--- src/rtl/lc3b_types.sv ---
// lc3b_types: shared LC-3b types for the cache/memory arbitration path.
package lc3b_types;
   localparam int LC3B_LINE_WIDTH = 128;
   typedef logic [15:0] lc3b_word;
   typedef logic [LC3B_LINE_WIDTH-1:0] lc3b_cache_line;
   typedef enum logic {ARB_I = 1'b0, ARB_D = 1'b1} lc3b_arb_sel;
endpackage

--- src/rtl/arbiter_rr_pick.sv ---
// arbiter_rr_pick: two-way round-robin pick; on a tie the requester that did not win last time gets it.
module arbiter_rr_pick
   import lc3b_types::*;
(
   input  logic        req_i,
   input  logic        req_d,
   input  lc3b_arb_sel last_grant,
   output logic        grant_valid,
   output lc3b_arb_sel grant_sel
);
   always_comb begin
      grant_valid = req_i | req_d;
      grant_sel = (req_i & req_d) ? ((last_grant == ARB_I) ? ARB_D : ARB_I)
                                  : (req_d ? ARB_D : ARB_I);
   end
endmodule

--- src/rtl/cache_arbiter.sv ---
// cache_arbiter: shares one pmem port between I-cache and D-cache, one grant per transaction,
// with a dead release cycle after each response so the served cache can drop its request.
module cache_arbiter
   import lc3b_types::*;
#(
   parameter int ADDR_WIDTH = 16,
   parameter int LINE_WIDTH = 128
) (
   input  logic                  clk,
   input  logic                  reset,
   input  logic                  i_pmem_read,
   input  logic                  i_pmem_write,
   input  logic [ADDR_WIDTH-1:0] i_pmem_address,
   input  logic [LINE_WIDTH-1:0] i_pmem_wdata,
   output logic [LINE_WIDTH-1:0] i_pmem_rdata,
   output logic                  i_pmem_resp,
   input  logic                  d_pmem_read,
   input  logic                  d_pmem_write,
   input  logic [ADDR_WIDTH-1:0] d_pmem_address,
   input  logic [LINE_WIDTH-1:0] d_pmem_wdata,
   output logic [LINE_WIDTH-1:0] d_pmem_rdata,
   output logic                  d_pmem_resp,
   output logic                  pmem_read,
   output logic                  pmem_write,
   output logic [ADDR_WIDTH-1:0] pmem_address,
   output logic [LINE_WIDTH-1:0] pmem_wdata,
   input  logic [LINE_WIDTH-1:0] pmem_rdata,
   input  logic                  pmem_resp
);
   typedef enum logic [1:0] {s_idle, s_serve_i, s_serve_d, s_release} state_t;
   state_t                state_q, state_d;
   lc3b_arb_sel           last_grant_q, last_grant_d, grant_sel;
   logic                  grant_valid, req_i, req_d, serving;
   logic                  write_q, write_d;
   logic [ADDR_WIDTH-1:0] addr_q, addr_d;
   logic [LINE_WIDTH-1:0] wdata_q, wdata_d;
   assign req_i = i_pmem_read | i_pmem_write;
   assign req_d = d_pmem_read | d_pmem_write;
   arbiter_rr_pick u_pick (
      .req_i       (req_i),
      .req_d       (req_d),
      .last_grant  (last_grant_q),
      .grant_valid (grant_valid),
      .grant_sel   (grant_sel)
   );
   always_comb begin
      state_d      = state_q;
      last_grant_d = last_grant_q;
      addr_d       = addr_q;
      wdata_d      = wdata_q;
      write_d      = write_q;
      case (state_q)
         s_idle: if (grant_valid) begin
            state_d = (grant_sel == ARB_D) ? s_serve_d : s_serve_i;
            if (req_i && req_d) last_grant_d = grant_sel;
            addr_d  = (grant_sel == ARB_D) ? d_pmem_address : i_pmem_address;
            wdata_d = (grant_sel == ARB_D) ? d_pmem_wdata : i_pmem_wdata;
            write_d = (grant_sel == ARB_D) ? d_pmem_write : i_pmem_write;
         end
         s_serve_i, s_serve_d: if (pmem_resp) state_d = s_release;
         default: state_d = s_idle;
      endcase
   end
   // Latched op drives memory, so a request dropped mid-transaction still completes.
   assign serving      = (state_q == s_serve_i) || (state_q == s_serve_d);
   assign pmem_read    = serving & ~write_q;
   assign pmem_write   = serving & write_q;
   assign pmem_address = addr_q;
   assign pmem_wdata   = wdata_q;
   assign i_pmem_resp  = (state_q == s_serve_i) & pmem_resp;
   assign d_pmem_resp  = (state_q == s_serve_d) & pmem_resp;
   assign i_pmem_rdata = pmem_rdata;
   assign d_pmem_rdata = pmem_rdata;
   always_ff @(posedge clk) begin
      if (reset) begin
         state_q      <= s_idle;
         last_grant_q <= ARB_I;
         addr_q       <= '0;
         wdata_q      <= '0;
         write_q      <= 1'b0;
      end else begin
         state_q      <= state_d;
         last_grant_q <= last_grant_d;
         addr_q       <= addr_d;
         wdata_q      <= wdata_d;
         write_q      <= write_d;
      end
   end
endmodule

--- config.mk ---
export PLATFORM = sky130hd
export DESIGN_NAME = cache_arbiter
export DESIGN_NICKNAME = d
export VERILOG_FILES = /design/src/rtl/lc3b_types.sv /design/src/rtl/arbiter_rr_pick.sv /design/src/rtl/cache_arbiter.sv
export SDC_FILE = /design/constraint.sdc
export NUM_CORES = 1
export LEC_CHECK = 0
export ABC_AREA = 1
export CAP_MARGIN = 25
export CORE_AREA = 2 2 317 319
export DETAILED_ROUTE_END_ITERATION = 8
export DIE_AREA = 0 0 319 321
export PLACE_DENSITY = 0.42
export SLEW_MARGIN = 20
export SYNTH_ARGS = -nofsm -noshare
export SYNTH_HDL_FRONTEND = slang
export SYNTH_HIERARCHICAL = 1
export SYNTH_SLANG_ARGS = --single-unit
--- constraint.sdc ---
create_clock -name clk -period 2.8 [get_ports clk]
set_input_delay 0.56 -clock clk [delete_from_list [all_inputs] [get_ports clk]]
set_output_delay 0.56 -clock clk [all_outputs]
set_load 0.05 [all_outputs]
==> run metrics, run 1 <==
status complete, no violations; cts bufs inserted 17; Starting Density a little over 9%; setup_tns 0 ns; DRT Pass-1 Iters 4; DIE HEIGHT 321 um; Slew HR 55.04%; Worst path depth 1; drc violations 0; RePlAce Congestion 0.8151; Mapped Cells between 1,000 and 1,500; top-count cell post-synth nand2_1; Hold Crit Class register to register; Std-Cell Rows 116; fin. max-slew vios 0; crit path buf inv count 1; PortBufs 442; Seq/Total Area, Yosys between 30% and 40%; worst vdd ir 450.8 uV; post-route cell area around 14,000 sq um; required time worst endpoint approximately 2.2 ns; clk slew on worst S/H paths 0.07 ns; clock power share approximately 17%; nature of the critical path endpoint output port; via/cell ratio 3.161; post-synth top area share 32.46%; most frequent cells after synthesis nand2_1 (302), buf_4 (257), inv_1 (159); first-pass GRT wire length 75,390 um; ANT cells 0; final setup margin between 0.4 and 0.5 ns; wire per inst 20.74 um; area grow syn2layout 52.21%; hold buffer count at CTS 0; final WL 56,570 um; top cells by area, synth dfxtp_1 (32%), buf_4 (21%), nand2_1 (12%); startpoint types register; max_cap viols 0; synthesis-stage register bit count about 150; largest net degree at the start of global routing 79; dpl ws 0.08021 ns; Avg Cell Area, Syn 7.267 sq um; final global-route overflow total 0; crit path cell chain clkdlybuf4s50_1; share of layout cells above drive strength 1 6.783%; setup violators final 0; Reg-to-Reg Start state_q[0]$_SDFFE_PP0P_; post-route ant nets 0; Die Wd 319 um; Vias 8,622; Setup Buffers After CTS 0; critical path class register to output port; worst hold slack around 0.49 ns; initial antenna violation count 14; Worst Reg-to-Reg Cells 8; hold path start pmem_wdata[26]$_SDFFE_PP0P_; nets@finish 1,845; Fin. Hold Viols 0; crit-path leading delay family buffers and inverters; Die Area between 100,000 and 150,000 sq um; Core ar. 99,280 sq um; Post-synth EDFFs 0; IO Count slightly above 800; Distinct cells, synth 18; unrepaired setup endpoints after global routing no; clk root buf clkbuf_16; gr usage total 10.72%; Worst Max-Slew Pin Slew 0.6723 ns; DRT iter0 DRCs 393; Synth Cell Area approximately 9100 sq um; crit path max fanout 2; fmax between 0.4 and 0.5 GHz; worst hold path depth 2; clk sinks 148; power per cell area 1122 nW/um^2; WP data arrival 1.79 ns; clk_skew 0.02662 ns; Ys Warns 6; Tmin final 2.351 ns; switch share ~50%; R2R setup slack 0.67 ns; sw power between 0.007 and 0.008 W; Primary FF master, synth dfxtp_1; Synth area leader dfxtp_1; H-tree depth 4; Crit Reg-Reg Endpoint pmem_wdata[18]$_SDFFE_PP0P_; Pint 0.007643 W; final period utilization 83.96%; slowest CP cell clkdlybuf4s50_1; CTS tree yes; sequential power share 23.8%; Area after DPL 13,280 sq um; Synth async-reset ratio 0%; Syn Nets 1,683; Layout fillers around 12,000; crit-path max cell delay 0.87 ns; largest buffer count on any clock path 2; HPWL after DPL 46,740 um; post-CTS sizing 0; Leakage around 6 nW; number of global-route vias before repair 8,773; hold endpoint pmem_wdata[26]$_SDFFE_PP0P_; worst skew pair latency about 0.50 ns; combinational group share of total power 59.5%
==> power groups by stage <==
stage	sequential, W	clock, W	combinational, W
finish	0.00372	0.00260	0.00927
global route	0.00384	0.00279	0.00986
CTS	0.00373	0.00274	0.00942
detailed placement	0.00373	0	0.00939
global placement	0.00377	0	0.00941
floorplan	0.00684	0	0.00359
==> sequential cells by signal, indices dropped and copies added, names as in the netlist <==
register,cells
state_q,2
pmem_wdata,128
last_grant_q,1
write_q,1
pmem_address,16
==> logic make-up (layout without fill, tap and decap cells) <==
kind of cell | Yosys count | after routing | synth area share [%]
AO/OA/AOI/OAI | 151 | 151 | 13.35
adder cells (fa/ha/maj) | 4 | 4 | 0.5483
AND/OR/NAND/NOR | 457 | 457 | 20.89
flip-flops | 148 | 148 | 32.46
buffers and inverters | 496 | 670 | 32.75
==> final cells by class <==
cell class,instances,area [sq um],area share (%)
repair buffers,479,4890,35.19
multi-input cells,612,3187,22.94
flip-flops and latches,148,2963,21.33
well taps,1298,1624,11.69
inverters,160,618.1,4.449
clock buffers,18,429.2,3.089
clock inverters,13,182.7,1.315
==> placed cells by master, fill, tap and decap left out <==
master / instances
nor2_1: 5
a21oi_1: 5
or2_1: 1
clkinv_2: 4
clkdlybuf4s50_1: 437
nand3_1: 147
nand4_1: 1
inv_1: 157
buf_12: 16
or2_2: 1
clkinv_4: 2
buf_4: 26
bufinv_16: 4
clkbuf_16: 17
clkbuf_1: 1
a21oi_4: 1
o211ai_2: 20
dfxtp_1: 148
inv_8: 1
o211ai_1: 125
ha_1: 4
inv_6: 4
nand2_1: 302
clkinvlp_4: 1
==> metal layers <==
layer / track usage, % / part of all wire (%) / vias to the layer above
met3: 7.826 / 16 / 54
met1: 10.77 / 36 / 3759
met5: 0.6619 / 0.18 / -
li1: - / - / 4075
met2: 17.41 / 46 / 730
met4: 3.134 / 1.9 / 4
==> how the worst max path moves through the flow <==
stage / start / end / slack [ns]
2_1_floorplan: state_q[1]$_SDFFE_PP0P_ / pmem_read / 0.82
3_3_place_gp: i_pmem_write / pmem_wdata[18]$_SDFFE_PP0P_ / 0.14
3_5_place_dp: i_pmem_write / pmem_wdata[12]$_SDFFE_PP0P_ / 0.08
4_1_cts: state_q[1]$_SDFFE_PP0P_ / pmem_read / 0.31
5_1_grt: state_q[1]$_SDFFE_PP0P_ / pmem_read / 0.30
6_report: pmem_wdata[83]$_SDFFE_PP0P_ / pmem_wdata[83] / 0.45
==> stage by stage <==
| stage | utilization (%) | cells | power, W |
|---|---|---|---|
| final | 13.99 | 2728 | 0.01558 |
| after global placement | 13.38 | 2697 | 0.01318 |
| after floorplan | - | 1256 | 0.01043 |
| after CTS | 13.99 | 2728 | 0.01589 |
| after detailed placement | 13.38 | 2697 | 0.01312 |
| after global routing | 13.99 | 2728 | 0.01649 |
(Power assumes the default switching activity.)
==> run 2, diff against run 1 <==
CORE_AREA = 2 2 324 326   (was 2 2 317 319)
DIE_AREA = 0 0 326 328   (was 0 0 319 321)
clock period = 2 ns   (was 2.8 ns; I/O delays follow)
==> run metrics, run 2 (synthesized netlist as in run 1, its figures left out) <==
cts bufs inserted 17 (unchanged); final global-route overflow total 0 (unchanged); clock power share 16.4% (was 16.7%); wire per inst 20.18 um (was 20.74 um); Core ar. 103,200 sq um (was 99,280 sq um); post-route ant nets 0 (unchanged); HPWL after DPL 47,780 um (was 46,740 um); setup violators final 0 (unchanged); most frequent cells in the layout nand2_1 (301), clkdlybuf4s50_1 (294), inv_1 (153) (was clkdlybuf4s50_1 (437), nand2_1 (302), inv_1 (157)); worst vdd ir 707.6 uV (was 450.8 uV); clk sinks 148 (unchanged); Fin. Hold Viols 0 (unchanged); share of layout cells above drive strength 1 13.80% (was 6.783%); crit path max fanout 30 (was 2); DRT iter0 DRCs 333 (was 393); Leakage 6.362 nW (was 5.974 nW); via/cell ratio 3.025 (was 3.161); Worst Max-Slew Pin Slew 0.5438 ns (was 0.6723 ns); fin cells 2,832 (was 2,728); PortBufs 442 (unchanged); number of flip-flops in the largest register 128 (unchanged); Tmin final ~1.9 ns; switch share 53.51% (was 50.95%); max_cap viols 0 (unchanged); area grow syn2layout 51.54% (was 52.21%); clk_skew 0.01972 ns (was 0.02662 ns); post-route cell area 13,830 sq um (was 13,890 sq um); Die Wd 326 um (was 319 um); status complete, no violations (unchanged); required time worst endpoint 2.44 ns (was 2.24 ns); H-tree depth 4 (unchanged); Pint 0.009941 W (was 0.007643 W); final period utilization 96.02%; Vias 8,568 (was 8,622); Starting Density 8.844% (was 9.194%); sequential power share 24.4% (was 23.8%); Area after DPL 13,300 sq um (was 13,280 sq um); number of global-route vias before repair 8,871 (was 8,773); placed cells 2,796 (was 2,697); DIE HEIGHT 328 um (was 321 um); nature of the critical path endpoint register (was output port); startpoint types input port (was register); largest net degree at the start of global routing 37 (was 79); WP data arrival 2.36 ns (was 1.79 ns); hold buffer count at CTS 0 (unchanged); gr usage total 10.47% (was 10.72%); critical path class input port to register (was register to output port); fmax 0.5207 GHz; worst skew pair latency 0.51 ns (was 0.50 ns); Power, Total 0.02138 W (was 0.01558 W); power per cell area 1546 nW/um^2 (was 1122 nW/um^2); combinational group share of total power 59.2% (was 59.5%); R2R setup slack 0.32 ns (was 0.67 ns); final WL 57,150 um (was 56,570 um); DRT Pass-1 Iters 4 (unchanged); largest buffer count on any clock path 2 (unchanged); leading cell type in the layout, fill and taps excluded nand2_1 (was clkdlybuf4s50_1); first-pass GRT wire length 75,990 um (was 75,390 um); clk slew on worst S/H paths 0.08 ns (was 0.07 ns); Std-Cell Rows 118 (was 116); drc violations 0 (unchanged); sw power 0.01144 W (was 0.007941 W); unrepaired setup endpoints after global routing no (unchanged); initial antenna violation count 10 (was 14); Layout Utilization 13.40% (was 13.99%); Hold Crit Class register to register (unchanged); CTS tree yes (unchanged); setup_tns 0 ns (unchanged); fin. max-slew vios 0 (unchanged); Die Area 106,900 sq um (was 102,400 sq um); RePlAce Congestion 0.8724 (was 0.8151); nets@finish 1,864 (was 1,845); IO Count 827 (unchanged); clk root buf clkbuf_16 (unchanged); Slew HR 63.89% (was 55.04%)
==> run 2: path summary, 6_finish.rpt <==
path / startpoint / to / depth (start not counted)
setup / recovery: i_pmem_read / pmem_wdata[43]$_SDFFE_PP0P_ / 9
hold / removal: pmem_address[6]$_SDFFE_PP0P_ / pmem_address[6]$_SDFFE_PP0P_ / 2
setup reg to reg: state_q[0]$_SDFFE_PP0P_ / pmem_wdata[98]$_SDFFE_PP0P_ / 8
hold reg to reg: pmem_address[6]$_SDFFE_PP0P_ / pmem_address[6]$_SDFFE_PP0P_ / 2
==> run 2: per-layer routing <==
layer	up-vias	track usage, %	share of wire [%]
li1	4130	-	-
met1	3659	9.969	35
met2	706	16.88	46
met3	61	8.720	17
met4	12	2.945	1.8
met5	-	0.9317	0.26
==> run 2: metrics by stage <==
stage,hold slack [ns],setup slack (ns)
after floorplan,0.4519,0.1786
after global placement,0.4770,-0.4957
after detailed placement,0.4766,-0.5061
after CTS,0.4833,0.001123
after global routing,0.5170,0.009041
final,0.4924,0.07960
==> run 2: cell type report <==
type / instances / area [sq um]
Sequential cell: 148 / 2965
Tap cell: 1380 / 1727
Timing Repair Buffer: 498 / 4736
Clock buffer: 20 / 466.7
Multi-Input combinational cell: 612 / 3209
Inverter: 160 / 618.1
Fill cell: 11990 / 89370
Clock inverter: 11 / 102.6
Antenna cell: 3 / 7.507
==> run 2: critical path, cell delays in order <==
cell	delay [ns]
clkdlybuf4s50_1	0.44
or2_2	0.35
a21oi_4	0.24
buf_4	0.32
buf_12	0.22
nand2_1	0.11
nand3_1	0.09
o211ai_1	0.08
inv_1	0.06
==> run 2: power groups by stage <==
stage,Clock [W],Sequential (W),Combinational (W)
6_report,0.00351,0.00522,0.0127
5_1_grt,0.00383,0.00539,0.0136
4_1_cts,0.00378,0.00525,0.0129
3_5_place_dp,0,0.00527,0.0132
3_3_place_gp,0,0.00532,0.0132
2_1_floorplan,0,0.00957,0.00503
==> run 2: repair_timing <==
item / in CTS / in global routing
setup endpoints to repair: 71 / 30
resized for setup: 76 / 3
setup buffers: 1 / 1
cloned: 0 / 0
pin swaps: 0 / 1
==> patch 1, RTL diff (config.mk and constraints of run 2) <==
Set the parameter `LINE_WIDTH` to 136 (it was 128).
--- a/src/rtl/cache_arbiter.sv
+++ b/src/rtl/cache_arbiter.sv
@@ -6,3 +6,3 @@
    parameter int ADDR_WIDTH = 16,
-   parameter int LINE_WIDTH = 128
+   parameter int LINE_WIDTH = 136
 ) (
Interface: changed (6 resized); port bits go from 827 to 875. No check against the original RTL was run, so the function may have changed too.
==> patch 1 against run 2 <==
- non-clock buffer count increased by 28
- design area grew 7.3%
- synthesized cell count grew 5.3%
- fmax down 0.92%
- sequential cell count rose by 8
- synthesized area up 10%
- critical path depth increased by 1
- total power increased by 5.5%
- worst setup slack worse by 18 ps
- wire length rose by 5.4%
- sequential share of layout area shrank 0.37 points
- die area is the same
- first-iteration DRC count increased by 15%
- critical path type unchanged
- critical endpoint is now pmem_wdata[120]$_SDFFE_PP0P_
- highest routed layer unchanged
==> patch 1: results (changes against run 2) <==
- Status: complete, no violations
- Layout fillers: 11891 (-0.78%)
- Final wirelength: 60200 um (+5.4%)
- Layout cell share with drive strength beyond 1: 18.6% (+4.8 points)
- Arrival @ worst endpoint: 2380 ps (+20 ps)
- Num CTS Buffers: 17 (unchanged)
- Leakage: 6.85 nW (+7.7%)
- First-pass GRT wire length: 79800 um (+5.0%)
- Largest register FFs: 136 (+6.3%)
- Syn Nets: 1774 (+5.4%)
- Antenna violations before repair: 13 (+3)
- Top cells by count, synth: nand2_1 (317), buf_4 (291), dfxtp_1 (156), inv_1 (156), o211ai_1 (133)
- Register area share after synthesis: 31.1% (-1.4 points)
- Async SR Flop Fraction: 0% (unchanged)
- DRC: 0 (unchanged)
- PortBufs: 466 (+5.4%)
- Worst-path fanout max: 34 (+13%)
- Vias per cell: 3.10 (+2.5%)
- H-tree Lvls: 4 (unchanged)
- Peak VDD IR: 0.639 mV (-9.7%)
- Cell variety after synth: 22 (+4)
- Final Skew: 19.6 ps (-0.154 ps)
- Clk_lat worst skew: ~500 ps
- Gpl congestion: 0.782 (-10%)
- DP HPWL: 50800 um (+6.4%)
- Dominant synthesized flop cell: dfxtp_1
- Total Routing Usage GR: 11.0% (+0.49 points)
- Top post-synthesis cells by area: dfxtp_1 (31%), buf_4 (22%), nand2_1 (12%)
- Largest net degree at the start of global routing: 47 (+27%)
- Layout Nets: 1964 (+5.4%)
- Worst Max-Slew Pin Slew: 548 ps (+4.22 ps)
- Number of global-route vias before repair: 9116 (+2.8%)
- 1st-iter DRT viols: 384 (+15%)
[patch 1: cell types whose count changed after synthesis, moves of 3 or more]
cell,before,now
clkbuf_1,12,8
nand2_1,302,317
inv_2,1,11
buf_6,11,6
nand3_2,0,70
o211ai_1,125,133
nand3_1,147,85
dfxtp_1,148,156
inv_1,159,156
buf_4,257,291
buf_2,55,43
buf_8,1,6
[patch 1: stage by stage]
| step | instance area, um2 | worst slack (ps) | instances | setup TNS, ps | hold WS, ps |
|---|---|---|---|---|---|
| final | 14800 | 61.8 | 2907 | 0 | 488 |
| after global routing | 14800 | 17.0 | 2905 | 0 | 514 |
| after CTS | 14800 | 17.3 | 2904 | 0 | 498 |
| after detailed placement | 14300 | -439 | 2872 | -54770 | 481 |
| after global placement | 14300 | -382 | 2872 | -46800 | 476 |
| after floorplan | 10100 | 179 | 1323 | 0 | 452 |
[patch 1: tightest hold or removal path, cell delays in order (launching register included)]
cell	delay, ps
dfxtp_1	320
o211ai_1	90
inv_1	50
[patch 1: routing by layer]
metal / global-route usage, % / share of wire (%)
met1: 10.6 / 35
met3: 8.70 / 16
met4: 3.18 / 1.9
met5: 0.0887 / 0.11
met2: 17.8 / 46
[patch 1: what timing repair did]
| action | CTS | global route |
|---|---|---|
| setup endpoints to repair | 77 | 3 |
| gates resized for setup | 82 | 4 |
| setup buffers | 1 | 1 |
| pin swaps | 0 | 2 |
[patch 1: layout make-up]
cell class	count	area (um2)	area share (%)
timing repair buffer	526	5030	33.9
inverter	168	653	4.40
clock buffer	22	464	3.13
tap	1380	1730	11.6
antenna	2	5.00	0.0337
clock inverter	9	114	0.767
multi-input combinational	644	3720	25.1
sequential	156	3130	21.1
[patch 1: kinds of logic (layout without fill, tap and decap cells)]
kind of cell / Yosys count / after routing / synth area share (%)
AOI/OAI and AO/OA: 159 / 159 / 12.7
adders and majority gates: 4 / 4 / 0.498
buffers and inverters: 523 / 725 / 32.2
DFF: 156 / 156 / 31.1
other: 0 / 2 / 0
and+or+nand+nor: 481 / 481 / 23.5
[patch 1: final timing paths]
kind	from	to	slack [ps]	cells after the start
max	i_pmem_write	pmem_wdata[120]$_SDFFE_PP0P_	60	10
min	pmem_wdata[1]$_SDFFE_PP0P_	pmem_wdata[1]$_SDFFE_PP0P_	490	2
max reg2reg	state_q[0]$_SDFFE_PP0P_	pmem_wdata[23]$_SDFFE_PP0P_	390	8
min reg2reg	pmem_wdata[1]$_SDFFE_PP0P_	pmem_wdata[1]$_SDFFE_PP0P_	490	2
[patch 1: power breakdown]
group	internal [mW]	leakage (nW)	switching, mW
registers	4.53	1.30	0.856
logic	4.14	5.28	9.54
clock network	1.90	0.273	1.59
total	10.6	6.85	12.0
==> patch 2, RTL diff (config.mk and constraints of run 2) <==
Made on the original files. `addr_q` and `wdata_q` no longer have a reset.
--- a/src/rtl/cache_arbiter.sv
+++ b/src/rtl/cache_arbiter.sv
@@ -77,4 +77,2 @@
          last_grant_q <= ARB_I;
-         addr_q       <= '0;
-         wdata_q      <= '0;
          write_q      <= 1'b0;
@@ -83,4 +81,2 @@
          last_grant_q <= last_grant_d;
-         addr_q       <= addr_d;
-         wdata_q      <= wdata_d;
          write_q      <= write_d;
@@ -88,2 +84,7 @@
    end
+
+   always_ff @(posedge clk) begin
+      addr_q  <= addr_d;
+      wdata_q <= wdata_d;
+   end
 endmodule
Formal check against the unedited RTL: not equivalent (a bounded check fails within 4 cycles, from zero or initial values and one cycle with reset high).
==> patch 2 against run 2 <==
- synthesized area decreased by 7.5%
- fmax increased by 0.64%
- worst setup slack improved by 12 ps
- sequential cell count unchanged
- design area decreased by 2.7%
- utilization decreased by 0.37 points
- total power decreased by 3.3%
- clock skew increased by 0.71 ps
- wire length decreased by 8.5%
- critical path type is now flip-flop to output pin
- largest power group unchanged
- highest routed layer unchanged
==> patch 2: results (changes against run 2) <==
- Status: complete, no violations
- First-pass GRT wire length: 66800 um (-12%)
- Top post-synthesis cells by area: edfxtp_1 (51%), buf_4 (23%), nand2_1 (20%)
- Clk_lat worst skew: 490 ps (-20 ps)
- Hold WS: 550 ps (+57.6 ps)
- Register area share after synthesis: 52.1% (+20 points)
- DP HPWL: 45300 um (-5.2%)
- Pre-CTS setup slack: -257 ps (+249 ps)
- Worst-path fanout max: 4 (-87%)
- Worst setup margin: 91.8 ps (+12.2 ps)
- Leakage: 5.48 nW (-14%)
- FF-to-FF setup slack: 550 ps (+230 ps)
- Vias: 6691 (-22%)
- Peak VDD IR: 0.624 mV (-12%)
- Placed Instances: 2505 (-10%)
- Share of Yosys cell area claimed by the top area cell type: 51.2% (+19 points)
- Largest net degree at the start of global routing: 58 (+57%)
- 1st-iter DRT viols: 310 (-6.9%)
- Gpl congestion: 0.772 (-12%)
- Total Routing Usage GR: 9.49% (-0.98 points)
- Final wirelength: 52300 um (-8.5%)
- Number of global-route vias before repair: 6932 (-22%)
- Syn Nets: 1350 (-20%)
- Layout cell share with drive strength beyond 1: 13.1% (-0.69 points)
- Final Skew: 20.4 ps (+0.707 ps)
- Worst Hold Class: primary input to flip-flop
- EDFF count, synth: 144 (+144)
- Antenna violations before repair: 18 (+8)
- Relative slew slack: 61.9% (-2.0 points)
- Cell variety after synth: 15 (-3)
- Top cells by count, synth: nand2_1 (448), buf_4 (263), edfxtp_1 (144)
- Dominant synthesized flop cell: edfxtp_1
## patch 2: final cells by class
| class | instances | area, um2 |
|---|---|---|
| Antenna cell | 2 | 5.00 |
| Clock buffer | 18 | 429 |
| Clock inverter | 14 | 146 |
| Fill cell | 11709 | 89700 |
| Inverter | 19 | 97.6 |
| Multi-Input combinational cell | 468 | 1860 |
| Sequential cell | 148 | 4410 |
| Tap cell | 1380 | 1730 |
| Timing Repair Buffer | 492 | 4790 |
## patch 2: logic make-up (layout without fill, tap and decap cells)
logic type                 after synthesis  count (layout)  share of synthesized area [%]
and+or+nand+nor                        459             459                           20.5
buffers and inverters                  307             543                           26.4
DFF                                    148             148                           52.1
AOI/OAI and AO/OA                        5               5                          0.326
adders and majority gates                4               4                          0.593
other                                    0               2                              0
## patch 2: what timing repair did
| item | CTS | global route |
|---|---|---|
| endpoints found under the setup margin | 97 | 0 |
| gates resized for setup | 104 | 0 |
| setup buffers | 2 | 0 |
## patch 2: routing by layer
metal  part of all wire, %  up-vias  track usage, %
li1                      -     3097               -
met4                   3.1       26            3.81
met5                  0.32        -               0
met2                    47      625            15.5
met1                    29     2841            7.97
met3                    20      102            8.84
## patch 2: final timing paths
check | start | end | cells after the start
setup / recovery | state_q[0]$_SDFFE_PP0P_ | pmem_read | 5
hold / removal | d_pmem_address[14] | pmem_address[14]$_DFFE_PP_ | 3
setup reg to reg | state_q[0]$_SDFFE_PP0P_ | pmem_wdata[29]$_DFFE_PP_ | 6
hold reg to reg | last_grant_q$_SDFFE_PP0P_ | last_grant_q$_SDFFE_PP0P_ | 4
## patch 2: power by group
part,internal [mW],total (mW),switching (mW)
logic,3.19,11.4,8.26
registers,5.44,5.90,0.462
clock network,1.75,3.33,1.58
total,10.4,20.7,10.3
## patch 2: critical path, stage by stage (launching register included)
cell	delay [ps]
dfxtp_2	340
inv_2	50
ha_4	290
inv_2	40
nor2_2	140
buf_12	150
## patch 2: through the flow
step	instance area (um2)	setup TNS (ps)	utilization, %
final	13500	0	13.0
after detailed placement	13000	-55170	12.5
after floorplan	8480	-194530	-
after global routing	13500	0	13.0
after CTS	13400	0	13.0
after global placement	13000	-54070	12.5
